**src/rtl/stereo_sad_disparity.sv**
```systemverilog
// Stereo matcher: RGB->luma, per-disparity horizontal SAD window, pipelined argmin tree.
// Optional feature macro: STEREO_UNIQUENESS_EN (ambiguous matches report oDisp = 8'hFF).
module stereo_sad_disparity #(
  parameter int MAX_DISP    = 16,
  parameter int WIN         = 5,
  parameter int X_START     = 45,
  parameter int X_END       = 684,
  parameter int Y_START     = 45,
  parameter int Y_END       = 524,
  parameter int UNIQ_MARGIN = 4
) (
  input  logic        rdClk,
  input  logic        RST,
  input  logic [7:0]  aR,
  input  logic [7:0]  aG,
  input  logic [7:0]  aB,
  input  logic [7:0]  bR,
  input  logic [7:0]  bG,
  input  logic [7:0]  bB,
  input  logic [15:0] iX,
  input  logic [15:0] iY,
  output logic [7:0]  oDisp,
  output logic        oValid,
  output logic [15:0] oX,
  output logic [15:0] oY
);
  // Streaming contract: no back-pressure. One sample enters and one result leaves every rdClk;
  // oValid qualifies oDisp/oX/oY on the same cycle and there is no ready signal.
  localparam int LEVELS = $clog2(MAX_DISP);
  localparam int CW     = 8 + $clog2(WIN);
  localparam int FILL   = MAX_DISP + WIN - 2;
  localparam int NW     = $clog2(FILL + 1);
  localparam int HALF   = MAX_DISP / 2;

  function automatic logic [7:0] luma(input logic [7:0] r, input logic [7:0] g, input logic [7:0] b);
    logic [15:0] s;
    s = 16'd77 * {8'd0, r} + 16'd150 * {8'd0, g} + 16'd29 * {8'd0, b};
    return 8'(s >> 8);
  endfunction

  // Stage 1: luma, line-start detection, fill counter (saturates once the sample is fully valid)
  logic          active, first, armed;
  logic [NW-1:0] nCnt, nCur;
  logic [7:0]    lumaL1, lumaR1;
  logic          first1, val1;
  logic [15:0]   x1, y1;

  assign active = (iX >= 16'(X_START)) && (iX <= 16'(X_END)) &&
                  (iY >= 16'(Y_START)) && (iY <= 16'(Y_END));
  assign first  = active && (iX == 16'(X_START));
  assign nCur   = first ? '0 : nCnt;

  always_ff @(posedge rdClk) begin
    if (RST) begin
      lumaL1 <= '0;
      lumaR1 <= '0;
      first1 <= 1'b0;
      val1   <= 1'b0;
      x1     <= '0;
      y1     <= '0;
      nCnt   <= '0;
      armed  <= 1'b0;
    end else begin
      lumaL1 <= luma(aR, aG, aB);
      lumaR1 <= luma(bR, bG, bB);
      first1 <= first;
      val1   <= active && (first || armed) && (nCur == NW'(FILL));
      x1     <= iX - 16'((WIN - 1) / 2);
      y1     <= iY;
      if (active) begin
        nCnt <= (nCur == NW'(FILL)) ? nCur : nCur + NW'(1);
        if (first) armed <= 1'b1;
      end
    end
  end

  // Stage 2: right history and absolute differences; a line start sees an empty history
  logic [7:0]  hist [MAX_DISP-1];
  logic [7:0]  rDel [MAX_DISP];
  logic [7:0]  adNext [MAX_DISP];
  logic [7:0]  ad2 [MAX_DISP];
  logic        first2, val2;
  logic [15:0] x2, y2;

  always_comb begin
    rDel[0] = lumaR1;
    for (int d = 1; d < MAX_DISP; d++) rDel[d] = first1 ? 8'd0 : hist[d-1];
    for (int d = 0; d < MAX_DISP; d++)
      adNext[d] = (lumaL1 >= rDel[d]) ? lumaL1 - rDel[d] : rDel[d] - lumaL1;
  end

  always_ff @(posedge rdClk) begin
    if (RST) begin
      for (int d = 0; d < MAX_DISP; d++) ad2[d] <= '0;
      for (int k = 0; k < MAX_DISP - 1; k++) hist[k] <= '0;
      first2 <= 1'b0;
      val2   <= 1'b0;
      x2     <= '0;
      y2     <= '0;
    end else begin
      for (int d = 0; d < MAX_DISP; d++) ad2[d] <= adNext[d];
      hist[0] <= lumaR1;
      for (int k = 1; k < MAX_DISP - 1; k++) hist[k] <= first1 ? 8'd0 : hist[k-1];
      first2 <= first1;
      val2   <= val1;
      x2     <= x1;
      y2     <= y1;
    end
  end

  // Stage 3: running window sums; remove the leaving term before adding so nothing overflows
  logic [7:0]    dline [MAX_DISP][WIN];
  logic [CW-1:0] cost3 [MAX_DISP];
  logic [CW-1:0] costNext [MAX_DISP];
  logic          val3;
  logic [15:0]   x3, y3;

  always_comb begin
    for (int d = 0; d < MAX_DISP; d++)
      costNext[d] = (first2 ? '0 : cost3[d] - CW'(dline[d][WIN-1])) + CW'(ad2[d]);
  end

  always_ff @(posedge rdClk) begin
    if (RST) begin
      for (int d = 0; d < MAX_DISP; d++) begin
        cost3[d] <= '0;
        for (int k = 0; k < WIN; k++) dline[d][k] <= '0;
      end
      val3 <= 1'b0;
      x3   <= '0;
      y3   <= '0;
    end else begin
      for (int d = 0; d < MAX_DISP; d++) begin
        cost3[d]    <= costNext[d];
        dline[d][0] <= ad2[d];
        for (int k = 1; k < WIN; k++) dline[d][k] <= first2 ? 8'd0 : dline[d][k-1];
      end
      val3 <= val2;
      x3   <= x2;
      y3   <= y2;
    end
  end

  // Argmin tree: the left (lower-index) operand wins ties, so the lowest disparity survives
  logic [CW-1:0]     tCost [LEVELS][HALF];
  logic [CW-1:0]     nCost [LEVELS][HALF];
  logic [LEVELS-1:0] tIdx  [LEVELS][HALF];
  logic [LEVELS-1:0] nIdx  [LEVELS][HALF];
  logic [CW-1:0]     ca, cb;
  logic [LEVELS-1:0] ia, ib;
`ifdef STEREO_UNIQUENESS_EN
  logic [CW-1:0]     tSec [LEVELS][HALF];
  logic [CW-1:0]     nSec [LEVELS][HALF];
  logic [CW-1:0]     sa, sb;
`endif
  logic              vSh [LEVELS];
  logic [15:0]       xSh [LEVELS];
  logic [15:0]       ySh [LEVELS];
  logic [7:0]        dispR;

  always_comb begin
    ca = '0;
    cb = '0;
    ia = '0;
    ib = '0;
`ifdef STEREO_UNIQUENESS_EN
    sa = '1;
    sb = '1;
`endif
    for (int lv = 0; lv < LEVELS; lv++) begin
      for (int k = 0; k < HALF; k++) begin
        nCost[lv][k] = '0;
        nIdx[lv][k]  = '0;
`ifdef STEREO_UNIQUENESS_EN
        nSec[lv][k]  = '0;
`endif
      end
    end
    for (int lv = 0; lv < LEVELS; lv++) begin
      for (int k = 0; k < HALF; k++) begin
        if (k < (MAX_DISP >> (lv + 1))) begin
          if (lv == 0) begin
            ca = cost3[2*k];
            cb = cost3[2*k+1];
            ia = LEVELS'(2*k);
            ib = LEVELS'(2*k+1);
`ifdef STEREO_UNIQUENESS_EN
            sa = '1;
            sb = '1;
`endif
          end else begin
            ca = tCost[lv-1][2*k];
            cb = tCost[lv-1][2*k+1];
            ia = tIdx[lv-1][2*k];
            ib = tIdx[lv-1][2*k+1];
`ifdef STEREO_UNIQUENESS_EN
            sa = tSec[lv-1][2*k];
            sb = tSec[lv-1][2*k+1];
`endif
          end
          if (ca <= cb) begin
            nCost[lv][k] = ca;
            nIdx[lv][k]  = ia;
`ifdef STEREO_UNIQUENESS_EN
            nSec[lv][k]  = (sa < cb) ? sa : cb;
`endif
          end else begin
            nCost[lv][k] = cb;
            nIdx[lv][k]  = ib;
`ifdef STEREO_UNIQUENESS_EN
            nSec[lv][k]  = (ca < sb) ? ca : sb;
`endif
          end
        end
      end
    end
  end

  always_ff @(posedge rdClk) begin
    if (RST) begin
      for (int lv = 0; lv < LEVELS; lv++) begin
        for (int k = 0; k < HALF; k++) begin
          tCost[lv][k] <= '0;
          tIdx[lv][k]  <= '0;
`ifdef STEREO_UNIQUENESS_EN
          tSec[lv][k]  <= '0;
`endif
        end
        vSh[lv] <= 1'b0;
        xSh[lv] <= '0;
        ySh[lv] <= '0;
      end
      dispR <= '0;
    end else begin
      for (int lv = 0; lv < LEVELS; lv++) begin
        for (int k = 0; k < HALF; k++) begin
          tCost[lv][k] <= nCost[lv][k];
          tIdx[lv][k]  <= nIdx[lv][k];
`ifdef STEREO_UNIQUENESS_EN
          tSec[lv][k]  <= nSec[lv][k];
`endif
        end
      end
      vSh[0] <= val3;
      xSh[0] <= x3;
      ySh[0] <= y3;
      for (int lv = 1; lv < LEVELS; lv++) begin
        vSh[lv] <= vSh[lv-1];
        xSh[lv] <= xSh[lv-1];
        ySh[lv] <= ySh[lv-1];
      end
`ifdef STEREO_UNIQUENESS_EN
      if ((nSec[LEVELS-1][0] - nCost[LEVELS-1][0]) < CW'(UNIQ_MARGIN)) dispR <= 8'hFF;
      else dispR <= 8'(nIdx[LEVELS-1][0]);
`else
      dispR <= 8'(nIdx[LEVELS-1][0]);
`endif
    end
  end

  assign oDisp  = dispR;
  assign oValid = vSh[LEVELS-1];
  assign oX     = xSh[LEVELS-1];
  assign oY     = ySh[LEVELS-1];

endmodule

```
**config.mk**
```make
export PLATFORM = sky130hd
export DESIGN_NAME = stereo_sad_disparity
export DESIGN_NICKNAME = d
export VERILOG_FILES = /design/src/rtl/stereo_sad_disparity.sv
export SDC_FILE = /design/constraint.sdc
export NUM_CORES = 2
export LEC_CHECK = 0
export BUFFER_PORTS_ARGS = -buffer_cell sky130_fd_sc_hd__buf_2
export CAP_MARGIN = 10
export CORE_MARGIN = 4
export CORE_UTILIZATION = 40
export DETAILED_ROUTE_END_ITERATION = 7
export GPL_TIMING_DRIVEN = 0
export PLACE_DENSITY = 0.63
export SLEW_MARGIN = 0
export SYNTH_ARGS = -nofsm -noshare
export SYNTH_HDL_FRONTEND = slang
export SYNTH_SLANG_ARGS = --single-unit
```
**constraint.sdc**
```tcl
create_clock -name rdClk -period 7.15 [get_ports rdClk]
set_input_delay 0.715 -clock rdClk [delete_from_list [all_inputs] [get_ports rdClk]]
set_output_delay 0.715 -clock rdClk [all_outputs]
set_load 0.02 [all_outputs]
```
**Word level (Yosys, flattened, before mapping)**

Memory sizes are Yosys's and may differ from the RTL's.
Index checks and enable logic that the tools add are counted.

- Divide/modulo/power cells: 0
- Bitwise logic cells: 203
- Order comparisons: 35
- Add/subtract/negate cells: 70
- Muxes and demuxes: 349
- Equality and inequality tests: 2
- Multiply operators: 6
- Shift-type cells: 0
- Reduce and logical (&&, ||, !) cells: 8

Operators by type and width:

| cell | number |
|---|---|
| $mux W8 | 206 |
| $mux W11 | 79 |
| $sub A8 B8 Y8 | 32 |
| $or A1 B1 Y1 | 203 |
| $add A11 B8 Y11 | 16 |
| $sub A11 B8 Y11 | 16 |
| $le A11 B11 Y1 | 15 |
| $ge A8 B8 Y1 | 16 |
| $mux W16 | 8 |
| $mux W4 | 27 |
| $mul A7 B8 Y15 const A | 4 |
| $add A15 B16 Y16 | 2 |
| $add A16 B13 Y16 | 2 |
| $ge A16 B6 Y1 const B | 2 |
| $le A16 B10 Y1 const B | 2 |
| $mul A5 B8 Y13 const A | 2 |
| $mux W3 | 8 |
| $eq A16 B6 Y1 const B | 1 |
| $sub A16 B2 Y16 const B | 1 |
| $mux W1 | 15 |
| $mux W5 | 2 |
| $mux W2 | 4 |
| $logic_and A1 B1 Y1 | 6 |
| $add A5 B1 Y5 const B | 1 |
| other kinds (3) | 3 |

- Bits in registers: 131
- Output and inout bits: 41
- Latch bits: 0
- Word-level logic and storage cells: 699
- ROM bits: 0
- Bits in writable memories: 1660
- Memories kept: 9

Memories:

| name | depth | bits a word | read ports | clocked after Yosys merged registers in | wr ports | line | source |
|---|---|---|---|---|---|---|---|
| dline | 16 | 40 | 16 | 0 | 16 | 112 | `logic [7:0] dline [MAX_DISP][WIN];` |
| tCost | 4 | 88 | 3 | 0 | 4 | 145 | `logic [CW-1:0] tCost [LEVELS][HALF];` |
| cost3 | 16 | 11 | 16 | 0 | 16 | 113 | `logic [CW-1:0] cost3 [MAX_DISP];` |
| ad2 | 16 | 8 | 16 | 0 | 16 | 81 | `logic [7:0] ad2 [MAX_DISP];` |
| hist | 15 | 8 | 15 | 0 | 15 | 78 | `logic [7:0] hist [MAX_DISP-1];` |
| tIdx | 4 | 28 | 3 | 0 | 4 | 147 | `logic [LEVELS-1:0] tIdx [LEVELS][HALF];` |
| 3 more memories | -- | -- | -- | -- | -- | -- |  |

**Logic depth before layout (Yosys ltp)**

- Word-level depth: 8
- Depth in mapped cells: 26
- Gate-level depth less buffers: 26

**Worst setup path before layout**

No wires, ideal clock.

- Kind: input -> register
- Start: input aG[3]
- End: register lumaL1[7]
- Path slack: 0.741 ns
- Arrival: 6.282 ns
- Data required time: 7.022 ns
- Stages on the path: 24
- Path buffers: 0
- Cell sequence: ha_1 -> ha_1 -> ha_1 -> inv_1 -> fa_1 -> inv_1 -> ha_1 -> o21ai_0 -> nor2b_1 -> xnor2_1 -> fa_1 -> fa_1 -> inv_1 -> fa_1 -> fa_1 -> inv_1 -> ha_1 -> and3_1 -> a211oi_1 -> o31ai_1 -> a21o_1 -> a21oi_1 -> xnor2_1 -> nor2_1

- Word-level cells in the longest chain between the ends: 3

Ends and longest elaborated chain:

| what | line | source |
|---|---|---|
| from (decl) | 15 | `input logic [7:0] aG,` |
| $mul A7 B8 Y15 | 37 | `s = 16'd77 * {8'd0, r} + 16'd150 * {8'd0, g} + 16'd29 * {8'd0, b};` |
| $add A15 B16 Y16 | 37 |  |
| $add A16 B13 Y16 | 37 |  |
| to (signal assigned) | 64 | `lumaL1 <= luma(aR, aG, aB);` |
| to (decl) | 44 | `logic [7:0] lumaL1, lumaR1;` |

Every way passes these cells.
A chain may end at the register's enable or synchronous reset.

**Worst setup path after layout**

- Start: input aG[5]
- End: register lumaL1[7]

The elaborated chain is that of the path after synthesis.

==> impl_metrics.toml <==
[final_layout]
final_cells = 11106
fin_area_um2 = 84900
area_growth_pct = 12.8
drive_above_1_share = 0.0614
nets = 9575

[sta]
fin_crit_sh = 0.880
grt_setup_unrepaired = "false"
finalHoldViolCount = 0
slew_headroom = 0.0963
tightest_slew_ns = 1.36
setup-violations-final = 0
slew_viol_final = 0
fmax_ghz = 0.159
finalClockSkew_ns = 0.0413
fin_crit_ns = 6.29

[detailed_routing]
post_drt_wl_per_cell_um = 19.4
drc = 0
drt_iter0_markers = 3819
firstDrtPassIters = 6
postRouteAntennaNets = 0
vias = 56914
wl_um = 215000
viasPerCell = 5.12

[grt]
antenna_found_initial = 11
overflow = 0
grt_usage = 0.215
grt_max_degree = 23
grt_pass1_wl_um = 326000
grt_pass1_vias = 55344

[clocking]
cts_buffer_depth = 3
insertion_delay_ns = 0.84
cts_root_buffer = "clkbuf_16"
cts_buffers = 156
cts-htree-levels = 4
cts_setup_buffers = 0
cts_resized = 0
path_clk_slew_ns = 0.06
cts-hold-fix-buffers = 0
cts_sinks = 1502
cts_tree = "done"

[die]
rows = 158
io_pins = 123
initial_utilization = 0.404
die_x_um = 442
fp.dieH_um = 442
placeableCoreArea_um2 = 186000
dieArea_um2 = 195000

[worst_setup_path]
worstSetupEndpointType = "register"
critPathBufInv = 5
critPathSlowestCell = "fa_1"
required_ns = 7.81
critPathLaunchType = "input pin"
critPathArrivalTime_ns = 6.95
crit_type = "input pin to register"
slowest_delay_ns = 0.52
critPathMaxFanout = 4
cp_top_family = "adder cells"

[synth]
synthCells = 8185
synthSimpleGateAreaFrac = 0.192
mappedNetlistArea_um2 = 75300
yosys.cell_types.count = 79
synth-async-reset-ratio = 0
synth_common_cells = "1502 x dfxtp_1, 831 x ha_1, 811 x inv_1, 624 x nor2_1, 531 x and2_1"
ys_ff_latch = 1502
ys_seq_area_frac = 0.399
synthMuxAreaShare = 0.0245
synth.area.top_cells = "dfxtp_1 40%, ha_1 14%, fa_1 4.6%, and2_1 4.4%, inv_1 4.0%"
synthXorXnorAreaFrac = 0.0226
synth-compound-area-share = 0.120
synth.most_common_cell = "dfxtp_1"
ys_dominant_reg_cell = "dfxtp_1"
synth_top_family_by_area = "simple AND/OR/NAND/NOR gates"
synth_fa_ha_area_frac = 0.184
syn_area_per_cell_um2 = 9.20
synth_edf_count = 0
yosysTopAreaCell = "dfxtp_1"
synth_top_area_share = 0.399
ys_warn_count = 0

[place]
placed_cell_area_um2 = 79500
globalplace.congestion = 0.930
port_buffers = 117
place_hpwl_um = 166000
place_inst = 10810

[status]
outcome = "finished clean"

[power_and_ir_drop]
power.leakage_nw = 37.0
powerDensity_nw_per_um2 = 495
ir_worst_vdd_mv = 0.265

[job]
drv_cap = 0

[worst_hold_path]
hold_class = "input pin to register"
==> metrics by stage <==
stage | util | worst slack [ns] | TNS [ns] | hold slack, ns | power (mW)
final | 0.456 | 0.857 | 0 | 0.121 | 42.1
after global routing | 0.456 | 0.532 | 0 | 0.0760 | 45.5
after detailed placement | 0.427 | -0.0297 | -0.0297 | 0.410 | 33.4
after global placement | 0.424 | -0.669 | -9.46 | 0.406 | 32.8
after CTS | 0.456 | 0.842 | 0 | 0.0652 | 41.9
after floorplan | - | 0.741 | 0 | 0.406 | 27.7
==> cell type report <==
cell class / count / area [um2]
Inverter: 812 / 3050
Clock inverter: 73 / 1020
Clock buffer: 214 / 4390
Fill cell: 17825 / 101000
Buffer: 300 / 1250
Antenna cell: 9 / 22.5
Multi-Input combinational cell: 5574 / 40900
Sequential cell: 1502 / 30100
Timing Repair Buffer: 142 / 1070
Tap cell: 2480 / 3100
==> where the power goes <==
group	switching [mW]	total, mW	internal [mW]
registers	1.54	11.5	9.92
clock network	3.56	8.38	4.83
logic	12.9	22.2	9.33
total	18.0	42.1	24.1
==> worst paths after layout <==
path | slack (ns) | from | cells past startpoint | end
worst min-delay path | 0.12 | iY[6] | 2 | y1[6]
worst min register to register | 0.40 | dline[1][13] | 1 | dline[1][5]
worst max-delay path | 0.86 | aG[5] | 25 | lumaL1[7]
worst max register to register | 1.15 | first2 | 15 | cost3[0][65]
==> cells by family (layout without fill, tap and decap cells) <==
kind of cell             count (synthesis)  count (layout)
AO/OA/AOI/OAI                         1490            1490
XOR/XNOR                               194             194
adder cells (fa/ha/maj)               1005            1005
buffers and inverters                 1112            1541
flip-flops                            1502            1502
multiplexers                           177             177
other                                    1              13
AND/OR/NAND/NOR                       2704            2704
==> per-layer routing <==
| layer | global-route usage | part of all wire | routed length (um) |
|---|---|---|---|
| met1 | 0.292 | 0.46 | 98600 |
| met2 | 0.336 | 0.43 | 93300 |
| met3 | 0.0345 | 0.061 | 13200 |
| met4 | 0.0955 | 0.047 | 10100 |
| met5 | 0 | 0.00015 | 32 |
==> state kept, by name, summed over array words and instances (netlist names), 16 cells and up <==
name,count
ad2,128
cost3,176
dline,640
hist,120
tCost,154
tIdx,26
x1,16
x2,16
x3,16
xSh,64
y1,16
y2,16
y3,16
ySh,64
==> cells in the final DEF (no fill, tap or decap), drive strengths merged, types with 221 or more instances in the layout <==
master  netlist  routed
nor2b       485     485
nand3       221     221
nor2        624     624
inv         811     821
and2        532     532
ha          831     831
dfxtp      1502    1502
clkbuf      254     468
a21oi       427     427
o21ai       490     490
==> worst reg2reg max path: cells and delay by family, from the launching register on <==
family / cells / cell delay (ns)
adders and majority gates: 1 / 0.37
muxes: 1 / 0.23
buffers and inverters: 5 / 3.09
and+or+nand+nor: 2 / 0.36
DFF: 1 / 0.35
AOI/OAI and AO/OA: 6 / 1.54
No activity file was read; power rests on OpenSTA's default activity.
